$ cat config.mk
export PLATFORM = sky130hd
export DESIGN_NAME = williams2_rom_loader
export DESIGN_NICKNAME = d
export VERILOG_FILES = /design/src/rtl/williams2_pkg.sv /design/src/rtl/rom_skid_buf.sv /design/src/rtl/williams2_rom_loader.sv
export SDC_FILE = /design/constraint.sdc
export NUM_CORES = 1
export LEC_CHECK = 0
export BUFFER_PORTS_ARGS = -buffer_cell sky130_fd_sc_hd__buf_2
export CORE_UTILIZATION = 34
export DETAILED_ROUTE_END_ITERATION = 16
export SLEW_MARGIN = 20
export SYNTH_ARGS = -nofsm -noshare
export SYNTH_HDL_FRONTEND = slang
export SYNTH_HIERARCHICAL = 1
export SYNTH_SLANG_ARGS = --single-unit
$ cat constraint.sdc
create_clock -name clk_sys -period 5.4 [get_ports clk_sys]
set_clock_uncertainty 0.15 [all_clocks]
set_input_delay 0.81 -clock clk_sys [delete_from_list [all_inputs] [get_ports clk_sys]]
set_output_delay 0.81 -clock clk_sys [all_outputs]
set_load 0.01 [all_outputs]
$ cat src/rtl/williams2_pkg.sv
// Shared types and defaults for the williams2 ROM download path.
// Region map, write payload bundle and loader FSM states.
package williams2_pkg;

    typedef enum logic [1:0] {
        REG_PROG,
        REG_SND,
        REG_GFX,
        REG_PROM
    } rom_region_t;

    typedef enum logic [2:0] {
        ST_IDLE,
        ST_LOAD,
        ST_DRAIN,
        ST_HOLD,
        ST_RUN
    } ld_state_t;

    typedef struct packed {
        rom_region_t region;
        logic [16:0] addr;
        logic [7:0]  data;
    } rom_wr_t;

    localparam logic [7:0]  ROM_INDEX     = 8'd0;
    localparam logic [16:0] DEF_SND_BASE  = 17'h0C000;
    localparam logic [16:0] DEF_GFX_BASE  = 17'h0E000;
    localparam logic [16:0] DEF_PROM_BASE = 17'h1A000;
    localparam logic [16:0] DEF_ROM_END   = 17'h1A400;
    localparam int          DEF_HOLD_CYC  = 16;

endpackage

$ cat src/rtl/rom_skid_buf.sv
// Output register plus one-entry skid buffer for ROM writes.
// Upstream ready drops only when the skid entry is occupied.
module rom_skid_buf
    import williams2_pkg::*;
(
    input  logic    clk,
    input  logic    reset_n,
    input  logic    i_s_valid,
    output logic    o_s_ready,
    input  rom_wr_t i_s_data,
    output logic    o_m_valid,
    input  logic    i_m_ready,
    output rom_wr_t o_m_data
);

    logic    r_out_v;
    logic    r_skid_v;
    rom_wr_t r_out;
    rom_wr_t r_skid;
    logic    w_in_fire;
    logic    w_out_fire;

    assign w_in_fire  = i_s_valid && !r_skid_v;
    assign w_out_fire = r_out_v && i_m_ready;

    // Move skid entry forward on acceptance; park new data in skid on stall.
    always_ff @(posedge clk) begin
        if (!reset_n) begin
            r_out_v  <= 1'b0;
            r_skid_v <= 1'b0;
            r_out    <= '0;
            r_skid   <= '0;
        end else if (w_out_fire) begin
            if (r_skid_v) begin
                r_out    <= r_skid;
                r_skid_v <= 1'b0;
            end else if (w_in_fire) begin
                r_out <= i_s_data;
            end else begin
                r_out_v <= 1'b0;
            end
        end else if (!r_out_v) begin
            if (w_in_fire) begin
                r_out   <= i_s_data;
                r_out_v <= 1'b1;
            end
        end else if (w_in_fire) begin
            r_skid   <= i_s_data;
            r_skid_v <= 1'b1;
        end
    end

    assign o_s_ready = !r_skid_v;
    assign o_m_valid = r_out_v;
    assign o_m_data  = r_out;

endmodule

$ cat src/rtl/williams2_rom_loader.sv
// Bridges the hps_io ioctl download port to the williams2 ROM write port.
// Decodes regions, holds the game in reset and tracks load size/checksum.
module williams2_rom_loader
    import williams2_pkg::*;
#(
    parameter logic [16:0] SND_BASE  = DEF_SND_BASE,
    parameter logic [16:0] GFX_BASE  = DEF_GFX_BASE,
    parameter logic [16:0] PROM_BASE = DEF_PROM_BASE,
    parameter logic [16:0] ROM_END   = DEF_ROM_END,
    parameter int          HOLD_CYC  = DEF_HOLD_CYC
) (
    input  logic        clk_sys,
    input  logic        reset_n,
    input  logic        ioctl_download,
    input  logic [7:0]  ioctl_index,
    input  logic        ioctl_wr,
    input  logic [16:0] ioctl_addr,
    input  logic [7:0]  ioctl_dout,
    output logic        ioctl_wait,
    input  logic        rom_ready,
    output logic        rom_wr,
    output logic [1:0]  rom_region,
    output logic [16:0] rom_addr,
    output logic [7:0]  rom_do,
    output logic        hold_reset,
    output logic        load_done,
    output logic        load_err,
    output logic [7:0]  checksum
);

    localparam logic [15:0] HOLD_LAST = 16'(HOLD_CYC - 1);

    ld_state_t   r_state;
    ld_state_t   w_state_nxt;
    logic [16:0] r_count;
    logic [7:0]  r_csum;
    logic        r_err;
    logic        r_done;
    logic [15:0] r_hold;

    logic        w_start;
    logic        w_load_start;
    logic        w_drain_done;
    logic        w_hold_done;
    logic        w_in_range;
    logic        w_accept;
    logic        w_oob;
    logic        w_empty;
    logic        w_s_ready;
    logic        w_m_valid;
    rom_wr_t     w_pay;
    rom_wr_t     w_m_data;

    assign w_start    = ioctl_download && (ioctl_index == ROM_INDEX);
    assign w_in_range = ioctl_addr < ROM_END;
    assign w_accept   = (r_state == ST_LOAD) && ioctl_wr
                        && w_in_range && w_s_ready;
    assign w_oob      = (r_state == ST_LOAD) && ioctl_wr && !w_in_range;
    assign w_empty    = (!w_m_valid || rom_ready) && w_s_ready;

    // Pick the highest region whose base is at or below the address.
    always_comb begin
        w_pay      = '0;
        w_pay.data = ioctl_dout;
        if (ioctl_addr >= PROM_BASE) begin
            w_pay.region = REG_PROM;
            w_pay.addr   = ioctl_addr - PROM_BASE;
        end else if (ioctl_addr >= GFX_BASE) begin
            w_pay.region = REG_GFX;
            w_pay.addr   = ioctl_addr - GFX_BASE;
        end else if (ioctl_addr >= SND_BASE) begin
            w_pay.region = REG_SND;
            w_pay.addr   = ioctl_addr - SND_BASE;
        end else begin
            w_pay.region = REG_PROG;
            w_pay.addr   = ioctl_addr;
        end
    end

    rom_skid_buf u_skid (
        .clk       (clk_sys),
        .reset_n   (reset_n),
        .i_s_valid (w_accept),
        .o_s_ready (w_s_ready),
        .i_s_data  (w_pay),
        .o_m_valid (w_m_valid),
        .i_m_ready (rom_ready),
        .o_m_data  (w_m_data)
    );

    // Next-state logic; a new index-0 download restarts from IDLE/HOLD/RUN.
    always_comb begin
        w_state_nxt  = r_state;
        w_load_start = 1'b0;
        w_drain_done = 1'b0;
        w_hold_done  = 1'b0;
        unique case (r_state)
            ST_IDLE, ST_RUN: begin
                if (w_start) begin
                    w_state_nxt  = ST_LOAD;
                    w_load_start = 1'b1;
                end
            end
            ST_HOLD: begin
                if (w_start) begin
                    w_state_nxt  = ST_LOAD;
                    w_load_start = 1'b1;
                end else if (r_hold == HOLD_LAST) begin
                    w_state_nxt = ST_RUN;
                    w_hold_done = 1'b1;
                end
            end
            ST_LOAD: begin
                if (!ioctl_download) begin
                    w_state_nxt = ST_DRAIN;
                end
            end
            ST_DRAIN: begin
                if (w_empty) begin
                    w_state_nxt  = ST_HOLD;
                    w_drain_done = 1'b1;
                end
            end
            default: w_state_nxt = ST_IDLE;
        endcase
    end

    // State, byte count, checksum and status flags.
    always_ff @(posedge clk_sys) begin
        if (!reset_n) begin
            r_state <= ST_IDLE;
            r_count <= '0;
            r_csum  <= '0;
            r_err   <= 1'b0;
            r_done  <= 1'b0;
        end else begin
            r_state <= w_state_nxt;
            if (w_load_start) begin
                r_count <= '0;
                r_csum  <= '0;
                r_err   <= 1'b0;
                if (r_state == ST_HOLD) begin
                    r_done <= 1'b0;
                end
            end else begin
                if (w_accept) begin
                    r_csum <= r_csum + ioctl_dout;
                    if (r_count != 17'h1FFFF) begin
                        r_count <= r_count + 17'd1;
                    end
                end
                if (w_oob || (w_drain_done && (r_count != ROM_END))) begin
                    r_err <= 1'b1;
                end
                if (w_hold_done) begin
                    r_done <= 1'b1;
                end
            end
        end
    end

    // Count cycles spent in HOLD; restarts on every entry.
    always_ff @(posedge clk_sys) begin
        if (!reset_n || (r_state != ST_HOLD)) begin
            r_hold <= '0;
        end else begin
            r_hold <= r_hold + 16'd1;
        end
    end

    assign ioctl_wait = !w_s_ready;
    assign rom_wr     = w_m_valid;
    assign rom_region = w_m_data.region;
    assign rom_addr   = w_m_data.addr;
    assign rom_do     = w_m_data.data;
    assign hold_reset = (r_state != ST_RUN);
    assign load_done  = r_done;
    assign load_err   = r_err;
    assign checksum   = r_csum;

endmodule
Word level (Yosys, flattened, before mapping)
Cells that the tools add are included.
{ "word_totals": {"out_inout_bits": 40, "reg_bits": 102, "wordCells": 100} }
{ "op_classes": {"n_addsub": 6, "n_mux": 28, "bitwise_logic": 2, "eq_ne": 17, "order_cmp": 4, "n_reduce_logical": 29} }
{ "ops": {"columns": ["op", "n"], "rows": [
  ["$mux 27", 4],
  ["$mux 19", 2],
  ["$ge 17x16->1 const B", 2],
  ["$ne 17x17->1 const B", 2],
  ["$sub 17x16->17 const B", 2],
  ["$mux 18", 1],
  ["$add 17x1->17 const B", 1],
  ["$ge 17x17->1 const B", 1],
  ["$lt 17x17->1 const B", 1],
  ["$sub 17x17->17 const B", 1],
  ["$add 16x1->16 const B", 1],
  ["$eq 16x4->1 const B", 1],
  ["$mux 1", 15],
  ["$mux 3", 5],
  ["$ne 2x2->1 const B", 6],
  ["$pmux 3 s4", 1],
  ["$logic_and 1x1->1", 9],
  ["$add 8x8->8", 1],
  ["$logic_not 8->1", 1],
  ["$reduce_and 2->1", 4],
  ["$eq 3x2->1 const B", 2],
  ["$ne 3x3->1 const B", 2],
  ["$reduce_or 2->1", 3],
  ["$logic_not 1->1", 4],
  ["other kinds (11)", 14]
]} }

Longest topological paths before layout
Gate-level depths: netlist of run 1.
{ "logic_depth": {"word_depth": 8, "mapped_depth": 10} }

By module
The synthesis of run 1 kept the hierarchy.
{ "by_module_without_submodules": {"columns": ["module", "cells_per_inst", "n_inst", "seq_area_each_um2", "area_per_inst_um2"], "rows": [
  ["williams2_rom_loader", 330, 1, 920.9, 2780.2],
  ["rom_skid_buf", 258, 1, 1121.1, 2243.4]
]} }

Worst setup path before layout of run 1
Ideal clock, no wire load.
{ "synth_path": {"path_type": "input-to-reg", "startpoint": "input port ioctl_addr[14]", "endpoint": "register u_skid.r_out, in the netlist u_skid/o_m_data[21]", "t_arrival_ns": 2.428, "n_path_buf": 2, "setup_ns": 0.070, "required_ns": 5.180, "cell_stages": 10, "slack_ns": 2.751, "path_cell_list": "inv_1 > ha_1 > o211ai_1 > o211ai_2 > inv_2 > nor2b_1 > buf_4 > buf_2 > a32oi_1 > a21oi_1"} }
{ "synth_between": {"elab_chain_len": 7, "elab_cells_between_ends": 14, "classes_between": "4 x order compare; 7 x mux; 3 x reduce/logical"} }
{ "synth_rtl": {"columns": ["item", "line", "rtl"], "rows": [
  ["start, declared", "williams2_rom_loader.sv:17", "input logic [16:0] ioctl_addr,"],
  ["$lt 17x17->1 *", "williams2_rom_loader.sv:55", "assign w_in_range = ioctl_addr < ROM_END;"],
  ["$logic_and 1x1->1 * (2 in a row)", "williams2_rom_loader.sv:57", "&& w_in_range && w_s_ready;"],
  ["net w_accept", "williams2_rom_loader.sv:46", "logic w_accept;"],
  ["$logic_and 1x1->1 *", "rom_skid_buf.sv:23", "assign w_in_fire = i_s_valid && !r_skid_v;"],
  ["$mux 27 *", "rom_skid_buf.sv:37, rom_skid_buf.sv:43", null],
  ["$mux 27 (on tied branches)", "rom_skid_buf.sv:42, rom_skid_buf.sv:34", null],
  ["$mux 27 *", "rom_skid_buf.sv:33", "end else if (w_out_fire) begin"],
  ["end signal, assigned", "rom_skid_buf.sv:35", "r_out <= r_skid;"],
  ["end signal, assigned", "rom_skid_buf.sv:38", "r_out <= i_s_data;"],
  ["end signal, assigned", "rom_skid_buf.sv:44", "r_out <= i_s_data;"],
  ["end, declared", "rom_skid_buf.sv:18", "rom_wr_t r_out;"]
]} }
Mark *: on every way through the listed nets, which the timed path passes. The rest lies on a longest branch. The select of a mux whose other input is x is not followed.
A chain may end at the register's enable or synchronous reset.

Worst setup path in the final report of run 1
{ "layout_path": {"startpoint": "input port ioctl_addr[14]", "endpoint": "register u_skid/r_skid[25] in the netlist's numbering"} }
{ "layout_between": {"elab_chain_len": 5, "elab_cells_between_ends": 11, "classes_between": "4 x order compare; 3 x mux; 4 x reduce/logical"} }
{ "layout_rtl": {"columns": ["item", "line", "rtl"], "rows": [
  ["$lt 17x17->1", "williams2_rom_loader.sv:55", null],
  ["$logic_and 1x1->1 (2 in a row)", "williams2_rom_loader.sv:57", null],
  ["net w_accept", "williams2_rom_loader.sv:46", null],
  ["$logic_and 1x1->1", "rom_skid_buf.sv:23", null],
  ["$reduce_and 3->1 (no source line)", null, null],
  ["end signal, assigned", "rom_skid_buf.sv:48", "r_skid <= i_s_data;"],
  ["end, declared", "rom_skid_buf.sv:19", "rom_wr_t r_skid;"]
]} }
The timed path passes the listed nets, and every way through them passes these cells.

==> results of run 1 <==
==> power by group <==
part	switching, mW	internal [mW]	total [mW]
clock	0.296	0.315	0.611
sequential	0.000177	0.752	0.752
combinational	0.0436	0.0249	0.0685
==> per-layer routing <==
| metal | up-vias | routed length, um |
|---|---|---|
| met1 | 2132 | 5720 |
| met2 | 117 | 5970 |
| met4 | 0 | 110 |
| met5 | - | 0 |
| met3 | 11 | 759 |
| li1 | 2232 | - |
==> worst reg2reg max path: stages (launching register included) <==
cell	delay [ps]
dfxtp_1	390
and4bb_2	410
o211ai_2	300
inv_2	310
and4bb_1	940
nand2_1	160
a21oi_1	160
==> final timing paths <==
check	depth (start not counted)	from	slack (ps)	end
hold / removal	2	u_skid/r_skid[23]	310	u_skid/r_skid[23]
hold reg to reg	2	u_skid/r_skid[23]	310	u_skid/r_skid[23]
setup / recovery	9	ioctl_addr[14]	1810	u_skid/r_skid[25]
setup reg to reg	6	r_state[2]	2530	u_skid/r_skid[25]
==> metrics by stage <==
stage	power (mW)	hold slack (ps)	instances	worst slack, ps
6_report	1.43	306	834	1810
3_3_place_gp	0.836	283	817	1730
5_1_grt	1.49	319	833	1550
2_1_floorplan	0.806	272	588	2750
3_5_place_dp	0.838	296	817	1510
4_1_cts	1.45	306	833	1870
==> state kept, by name, summed over array words and instances, names as in the netlist <==
name,cells
checksum,8
load_done,1
load_err,1
r_count,17
r_hold,16
r_state,3
u_skid/o_m_data,27
u_skid/o_m_valid,1
u_skid/r_skid,27
u_skid/r_skid_v,1
==> cells by family (layout without fill, tap and decap cells) <==
logic type,count (synthesis),in the layout,share of synthesized area (%)
adder cells (fa/ha/maj),17,17,4.38
buffers and inverters,51,112,5.73
AND/OR/NAND/NOR,212,212,21.5
flip-flops,102,102,40.6
other,0,1,0
XOR/XNOR,35,35,6.10
AO/OA/AOI/OAI,168,168,21.0
multiplexers,3,3,0.697
==> layout by cell type (no fill, tap or decap), drive strengths merged, types with 4 or more instances in the layout <==
cell and n:
a211o 4, inv 17, a211oi 5, a32oi 27, nor4 9, a21oi 76, and4 7, xnor2 23
nor3 11, ha 16, buf 81, dfxtp 102, nand2b 4, nand4 9, xor2 12, o21ai 34
and3 7, o211ai 5, nor2 47, nand3 13, nand2 82, clkbuf 10
==> area by class of cell <==
cell class / instances / area, sq um / area share [%]
Clock buffer: 10 / 229 / 4.00
Clock inverter: 6 / 45.0 / 0.787
Inverter: 15 / 56.3 / 0.984
Antenna cell: 1 / 2.50 / 0.0437
Tap cell: 184 / 230 / 4.02
Multi-Input combinational cell: 435 / 2700 / 47.2
Timing Repair Buffer: 81 / 415 / 7.26
Sequential cell: 102 / 2040 / 35.7
==> results.py, run 1 <==
metrics = {
    "finish": {
        "drive_gt1_share_pct": 17.1,
        "nets": 699,
        "postLayoutCoreUtil_pct": 39.5,
        "postLayoutCellArea_sq_um": 5720,
        "fillers": 1481,
        "area_growth_pct": 13.9,
    },
    "synth": {
        "synth.distinct_cells": 63,
        "synth.avg_cell_area_sq_um": 8.54,
        "yosys-top-cells-count": "dfxtp_1 (102), nand2_1 (82), a21oi_1 (76)",
        "yosysMostFrequentCell": "dfxtp_1",
        "ys_async_sr_fraction_pct": 0,
        "synthCells": 588,
        "synth_seq_area_share_pct": 40.6,
        "yosys_register_bits": 102,
        "syn-num-nets": 643,
        "yosys.area.top_type": "dfxtp_1",
        "synth-edff-count": 0,
        "synthFlopType": "dfxtp_1",
        "synth_top_area_share_pct": 40.6,
        "ys_top_cells_by_area": "dfxtp_1 (41%), a21oi_1 (7.6%), nand2_1 (6.1%)",
        "syn_area_sq_um": 5020,
        "yosysWarnings": 6,
    },
    "detailed_routing": {
        "ant_nets": 0,
        "routed_wirelength_um": 12600,
        "drt-vias-per-instance": 5.39,
        "first_pass_iters": 4,
        "drtIter0Drc": 358,
        "drc": 0,
        "detail_route.wl_per_cell_um": 15.1,
        "vias": 4492,
    },
    "flow_run": {
        "maxCapViolations": 0,
    },
    "global_routing": {
        "grt_pass1_vias": 4157,
        "busiest_layer": "met2",
        "grtUsageMet1_pct": 21.0,
        "grt_pass1_wl_um": 19900,
        "grt_max_degree": 57,
        "grt_overflow": 0,
        "grt_util_met3_pct": 4.75,
        "grt_usage_pct": 16.7,
        "grt_antenna_before_repair": 1,
        "grt_use_met2_pct": 27.8,
    },
    "timing": {
        "rsz0062_at_grt": "false",
        "setup_violations": 0,
        "fmax_mhz": 278,
        "slew_headroom_pct": 22.8,
        "tightest_slew_ps": 1160,
        "post-route-period-util_pct": 66.5,
        "maxSlewViolCount": 0,
        "period_needed_ps": 3590,
        "hold_violations": 0,
        "setup_tns_ps": 0,
    },
    "clock_network": {
        "hold_buffers": 0,
        "postCtsSetupRepairBufs": 0,
        "cts-resized-gates": 0,
        "clockBufferDepth": 2,
        "clkLatencyLatePin_ps": 350,
        "htreeDepth": 3,
        "clk_pin_slew_ps": 70,
        "cts_buffers": 9,
        "root_buffer": "clkbuf_16",
        "cts_tree": "done",
        "clock-sinks": 102,
    },
    "die": {
        "die_w_um": 124,
        "start_util_pct": 34.7,
        "chipHeight_um": 124,
        "row_count": 44,
        "dieArea_sq_um": 15300,
        "pin_count": 78,
        "core_sq_um": 14500,
    },
    "power_and_ir_drop": {
        "leakage_nw": 2.12,
        "p_per_area_nw_per_um2": 250,
        "ir_drop_v": 0.000152,
    },
    "setup_path": {
        "cp_slowest_cell": "and4bb_1",
        "arrival_ps": 3720,
        "critPathCaptureType": "register",
        "path_cells": "buf_2, inv_1, ha_1, o211ai_1, o211ai_2, inv_2, and4bb_1, nand2_1, a21oi_1",
        "critPathBufInv": 3,
        "critPathMaxStageDelay_ps": 940,
        "critPathMaxFanout": 27,
        "critPathTopFamily": "simple AND/OR/NAND/NOR gates",
        "critical_path_class": "primary input to register",
        "start_kind": "primary input",
        "cp.required_ps": 5530,
    },
    "hold_path": {
        "hold_class": "register to register",
    },
    "run_status": {
        "outcome": "complete, no violations",
    },
    "placement": {
        "io_buffers": 77,
        "dpl-instance-area_sq_um": 5440,
        "dp_hpwl_um": 8650,
        "place_congestion": 0.798,
    },
}
Note: power is estimated with default switching activity, not from simulation.
==> run 2, diff against run 1 <==
--- a/config.mk
+++ b/config.mk
@@ -5,6 +5,7 @@
 export SDC_FILE = /design/constraint.sdc
 export NUM_CORES = 1
 export LEC_CHECK = 0
+export ABC_AREA = 1
 export BUFFER_PORTS_ARGS = -buffer_cell sky130_fd_sc_hd__buf_2
 export CORE_UTILIZATION = 34
 export DETAILED_ROUTE_END_ITERATION = 16
==> constraint.sdc (replaced) <==
create_clock -name clk_sys -period 3.2 [get_ports clk_sys]
set_clock_uncertainty 0.15 [all_clocks]
set_input_delay 0.48 -clock clk_sys [delete_from_list [all_inputs] [get_ports clk_sys]]
set_output_delay 0.48 -clock clk_sys [all_outputs]
set_load 0.01 [all_outputs]
==> results.py, run 2 <==
metrics = {
    "detailed_routing": {
        "drt-vias-per-instance": 4.85,
        "vias": 5500,
        "first_pass_iters": 5,
        "detail_route.wl_per_cell_um": 13.1,
        "drtIter0Drc": 375,
        "drc": 0,
        "ant_nets": 0,
        "routed_wirelength_um": 14900,
    },
    "synth": {
        "yosysWarnings": 6,
        "yosys-top-cells-count": "nand2_1 (229), dfxtp_1 (102), a21oi_1 (96)",
        "yosysMostFrequentCell": "nand2_1",
        "synth_top_area_share_pct": 36.1,
        "ys_top_cells_by_area": "dfxtp_1 (36%), nand2_1 (15%), a21oi_1 (8.5%)",
        "syn_area_sq_um": 5660,
        "yosys_register_bits": 102,
        "yosys.area.top_type": "dfxtp_1",
        "syn-num-nets": 903,
        "synth.distinct_cells": 37,
        "synthFlopType": "dfxtp_1",
        "synth_seq_area_share_pct": 36.1,
        "synthCells": 848,
        "synth-edff-count": 0,
        "synth.avg_cell_area_sq_um": 6.68,
        "ys_async_sr_fraction_pct": 0,
    },
    "setup_path": {
        "arrival_ps": 2570,
        "start_kind": "primary input",
        "cp.required_ps": 3320,
        "critPathCaptureType": "register",
        "critPathMaxFanout": 27,
        "critical_path_class": "primary input to register",
    },
    "global_routing": {
        "grt_overflow": 0,
        "grt_pass1_vias": 5025,
        "grt_usage_pct": 18.2,
        "grt_pass1_wl_um": 24400,
        "grt_max_degree": 56,
        "grt_antenna_before_repair": 0,
    },
    "finish": {
        "seqCellArea_sq_um": 2040,
        "multi_input_area_sq_um": 3070,
        "layout_commonest_cell": "nand2_1",
        "fillers": 1725,
        "postLayoutCellArea_sq_um": 6500,
        "nets": 967,
        "final_cell_mix": "nand2_1 (229), dfxtp_1 (102), a21oi_1 (96), inv_1 (87), nand3_1 (84)",
        "diodes": 0,
        "drive_gt1_share_pct": 14.1,
        "area_growth_pct": 14.8,
    },
    "timing": {
        "tightest_slew_ps": 1030,
        "whs_ps": 247,
        "slew_headroom_pct": 31.7,
        "post-route-period-util_pct": 76.5,
        "setup_tns_ps": 0,
        "setup_slack_ps": 753,
        "setup_violations": 0,
        "rsz0062_at_grt": "false",
        "fmax_mhz": 409,
        "period_needed_ps": 2450,
        "maxSlewViolCount": 0,
        "hold_violations": 0,
    },
    "die": {
        "start_util_pct": 35.3,
        "die_w_um": 131,
        "pin_count": 78,
        "core_sq_um": 16100,
        "row_count": 46,
        "chipHeight_um": 131,
        "dieArea_sq_um": 17200,
    },
    "run_status": {
        "outcome": "complete, no violations",
    },
    "clock_network": {
        "clockBufferDepth": 2,
        "postCtsSetupRepairBufs": 0,
        "cts_tree": "done",
        "clkLatencyLatePin_ps": 350,
        "hold_buffers": 0,
        "cts-resized-gates": 0,
        "htreeDepth": 3,
        "clk_pin_slew_ps": 70,
        "root_buffer": "clkbuf_16",
        "clock-sinks": 102,
        "cts_buffers": 9,
    },
    "placement": {
        "dp_hpwl_um": 9940,
        "place_congestion": 0.865,
        "io_buffers": 77,
        "dpl-instance-area_sq_um": 6210,
        "place_ws_ps": 359,
    },
    "power_and_ir_drop": {
        "p_per_area_nw_per_um2": 452,
        "leakage_nw": 2.66,
        "design_power_total_mw": 2.94,
        "ir_drop_v": 0.000271,
    },
    "hold_path": {
        "hold_class": "primary input to register",
    },
    "flow_run": {
        "maxCapViolations": 0,
    },
}
-- run 2: changes by cell type in the layout (fill, tap and decap cells not counted), moves of 8 or more --
cell | before | now
nand4_1 | 9 | 37
nor2_1 | 47 | 69
a21oi_1 | 76 | 96
a32oi_1 | 27 | 0
inv_1 | 14 | 87
nand2_1 | 82 | 229
o21ai_1 | 20 | 0
o21ai_0 | 13 | 21
nand3_1 | 13 | 84
xnor2_1 | 23 | 6
-- run 2: metrics by stage --
step	util (%)	cells
after global placement	38.7	1117
after CTS	40.5	1133
after detailed placement	38.7	1117
final	40.5	1133
after global routing	40.5	1133
after floorplan	-	848
-- run 2: final timing paths --
check,startpoint,end,slack (ps),cells past startpoint
min,ioctl_addr[2],u_skid/r_skid[10],250,3
min reg2reg,load_done,load_done,300,2
max,ioctl_addr[14],u_skid/r_skid[26],750,14
max reg2reg,r_state[2],u_skid/r_skid[26],800,11
-- run 2: critical path, stage by stage --
cell      delay (ps)
buf_2            140
inv_1            100
ha_1             180
inv_1             60
nor2_2            50
nand2_2           90
nand4_4          220
inv_2            360
inv_1             80
nor2_1           160
nand2_2           90
clkinv_2         320
nand2_1          100
a21oi_1          140
-- run 2: kinds of logic after synthesis --
logic type | share of synthesized area [%]
DFF | 36.1
xor gates and xnor gates | 3.09
adders and majority gates | 3.89
and+or+nand+nor | 36.1
AOI/OAI and AO/OA | 11.2
buffers and inverters | 9.70
-- run 2: cell type report --
| type | instances | share of cell area, % |
|---|---|---|
| sequential | 102 | 31.4 |
| clock inverter | 5 | 0.500 |
| inverter | 96 | 5.60 |
| tap | 216 | 4.16 |
| multi-input combinational | 615 | 47.2 |
| timing repair buffer | 88 | 7.20 |
| clock buffer | 11 | 3.89 |
-- run 2: metal layers --
layer	vias to the layer above	GRT usage [%]	wire, um
met2	91	29.0	6760
met3	11	2.65	523
met4	0	7.51	211
met1	2500	24.5	7380
li1	2898	-	-
met5	-	0	0
-- run 2: power by group --
group | switching, mW | internal (mW)
Clock | 0.505 | 0.571
Combinational | 0.311 | 0.175
Sequential | 0.0456 | 1.33
==> run 3, diff against run 2 <==
--- a/config.mk
+++ b/config.mk
@@ -5,7 +5,7 @@
 export SDC_FILE = /design/constraint.sdc
 export NUM_CORES = 1
 export LEC_CHECK = 0
-export ABC_AREA = 1
+export ABC_AREA = 0
 export BUFFER_PORTS_ARGS = -buffer_cell sky130_fd_sc_hd__buf_2
 export CORE_UTILIZATION = 34
 export DETAILED_ROUTE_END_ITERATION = 16
==> constraint.sdc (replaced) <==
create_clock -name clk_sys -period 2.5 [get_ports clk_sys]
set_clock_uncertainty 0.15 [all_clocks]
set_input_delay 0.375 -clock clk_sys [delete_from_list [all_inputs] [get_ports clk_sys]]
set_output_delay 0.375 -clock clk_sys [all_outputs]
set_load 0.01 [all_outputs]
==> results.py, run 3 (same netlist as run 1, synthesis figures left out) <==
metrics = {
    "run_status": {
        "outcome": "complete, no violations",
    },
    "setup_path": {
        "reg2reg_to": "r_count[6]",
        "critical_path_class": "register to register",
        "rrSetupSlack_ps": 200,
        "critical_path.startpoint": "r_count[9]",
        "reg2reg_from": "r_count[9]",
        "r2r_cells": 9,
        "cp.required_ps": 2590,
        "start_kind": "register",
        "critPathMaxFanout": 5,
        "critPathCaptureType": "register",
        "arrival_ps": 2390,
    },
    "flow_run": {
        "maxCapViolations": 0,
    },
    "placement": {
        "io_buffers": 77,
        "dp_hpwl_um": 8940,
        "place_congestion": 0.813,
        "dpl-instance-area_sq_um": 5600,
        "place_ws_ps": -153,
    },
    "timing": {
        "tightest_slew_ps": 584,
        "setup_tns_ps": 0,
        "setup_slack_ps": 200,
        "post-route-period-util_pct": 92.0,
        "maxSlewViolCount": 0,
        "setup_violations": 0,
        "slew_headroom_pct": 61.1,
        "rsz0062_at_grt": "false",
        "whs_ps": 128,
        "period_needed_ps": 2300,
        "fmax_mhz": 435,
        "hold_violations": 0,
    },
    "detailed_routing": {
        "drtIter0Drc": 367,
        "detail_route.wl_per_cell_um": 15.4,
        "drc": 0,
        "first_pass_iters": 4,
        "routed_wirelength_um": 13100,
        "drt-vias-per-instance": 5.35,
        "ant_nets": 0,
        "vias": 4549,
    },
    "hold_path": {
        "holdCritStartpoint": "ioctl_addr[5]",
        "min_path_cells": 3,
        "hold_end": "u_skid/r_skid[13]",
        "hold_class": "primary input to register",
    },
    "clock_network": {
        "clk_pin_slew_ps": 70,
        "clockBufferDepth": 2,
        "hold_buffers": 0,
        "clkLatencyLatePin_ps": 350,
        "clock-sinks": 102,
        "root_buffer": "clkbuf_16",
        "cts_tree": "done",
        "cts_buffers": 9,
        "htreeDepth": 3,
    },
    "die": {
        "core_sq_um": 14500,
        "dieArea_sq_um": 15300,
        "row_count": 44,
        "chipHeight_um": 124,
        "start_util_pct": 34.7,
        "pin_count": 78,
        "die_w_um": 124,
    },
    "finish": {
        "final_cell_mix": "dfxtp_1 (101), nand2_1 (82), buf_2 (77), a21oi_1 (76), nor2_1 (47)",
        "layout_commonest_cell": "dfxtp_1",
        "area_growth_pct": 17.1,
        "nets": 716,
        "postLayoutCellArea_sq_um": 5880,
        "drive_gt1_share_pct": 19.5,
    },
    "global_routing": {
        "grt_overflow": 0,
        "grt_max_degree": 57,
        "grt_pass1_wl_um": 21000,
        "grt_pass1_vias": 4346,
        "grt_antenna_before_repair": 1,
        "grt_usage_pct": 17.7,
    },
    "power_and_ir_drop": {
        "p_per_area_nw_per_um2": 532,
        "ir_drop_v": 0.000404,
        "leakage_nw": 2.22,
    },
}
-- run 3: changes by cell type in the layout (fill, tap and decap cells not counted), sizes merged, moves of 6 or more --
cell | before | now
nor3 | 18 | 11
inv | 96 | 17
a21oi | 97 | 76
xnor2 | 6 | 23
and3 | 0 | 7
a32oi | 0 | 27
buf | 88 | 98
nand4 | 38 | 9
nand3 | 86 | 13
nand2 | 234 | 82
o21ai | 21 | 34
nor2 | 73 | 47
nor4 | 3 | 9
and4 | 0 | 7
-- run 3: worst max path at each step --
stage / slack (ps) / cells after the start / endpoint
floorplan: 280 / 10 / r_count[15]
global placement: -90 / 9 / u_skid/o_m_data[24]
detailed placement: -150 / 9 / u_skid/o_m_data[24]
CTS: 220 / 9 / r_count[6]
global route: 20 / 9 / r_count[12]
finish: 200 / 9 / r_count[6]
-- run 3: worst max-delay path: stages, from the launching register on --
cell      delay, ps
dfxtp_1         400
and4_1          260
nand4_1         140
nor3_1          210
ha_1            220
and4b_1         200
o211ai_1        250
nor2_1          130
xnor2_1         170
nor2_1           50
-- run 3: power by group --
group | switching [mW] | total [mW] | internal (mW)
sequential | 0.000369 | 1.62 | 1.62
clock | 0.641 | 1.35 | 0.712
combinational | 0.0947 | 0.153 | 0.0585
-- run 3: repair_timing --
action | in CTS | in global routing
setup endpoints to repair | 0 | 2
setup buffers | 0 | 0
gates resized for setup | 0 | 1
-- run 3: final cells by class --
| class | instances | area [sq um] |
|---|---|---|
| Antenna cell | 1 | 2.50 |
| Clock buffer | 11 | 243 |
| Clock inverter | 5 | 41.3 |
| Fill cell | 1475 | 8590 |
| Inverter | 15 | 56.3 |
| Multi-Input combinational cell | 435 | 2700 |
| Sequential cell | 102 | 2040 |
| Tap cell | 184 | 230 |
| Timing Repair Buffer | 98 | 568 |
-- run 3: routing by layer --
layer  up-vias  share of wire, %  global-route usage (%)
met5         -                 0                       0
met4         0               1.3                    6.25
met3        12               5.7                    4.29
met2       118                48                    29.3
met1      2161                45                    22.4
li1       2258                 -                       -
-- run 3: through the flow --
step                power, mW  std cells  util (%)
finish                   3.13        851      40.6
global route             3.27        850      40.6
CTS                      3.18        850      40.6
detailed placement       1.82        834      38.6
global placement         1.81        834      38.6
floorplan                1.74        588         -
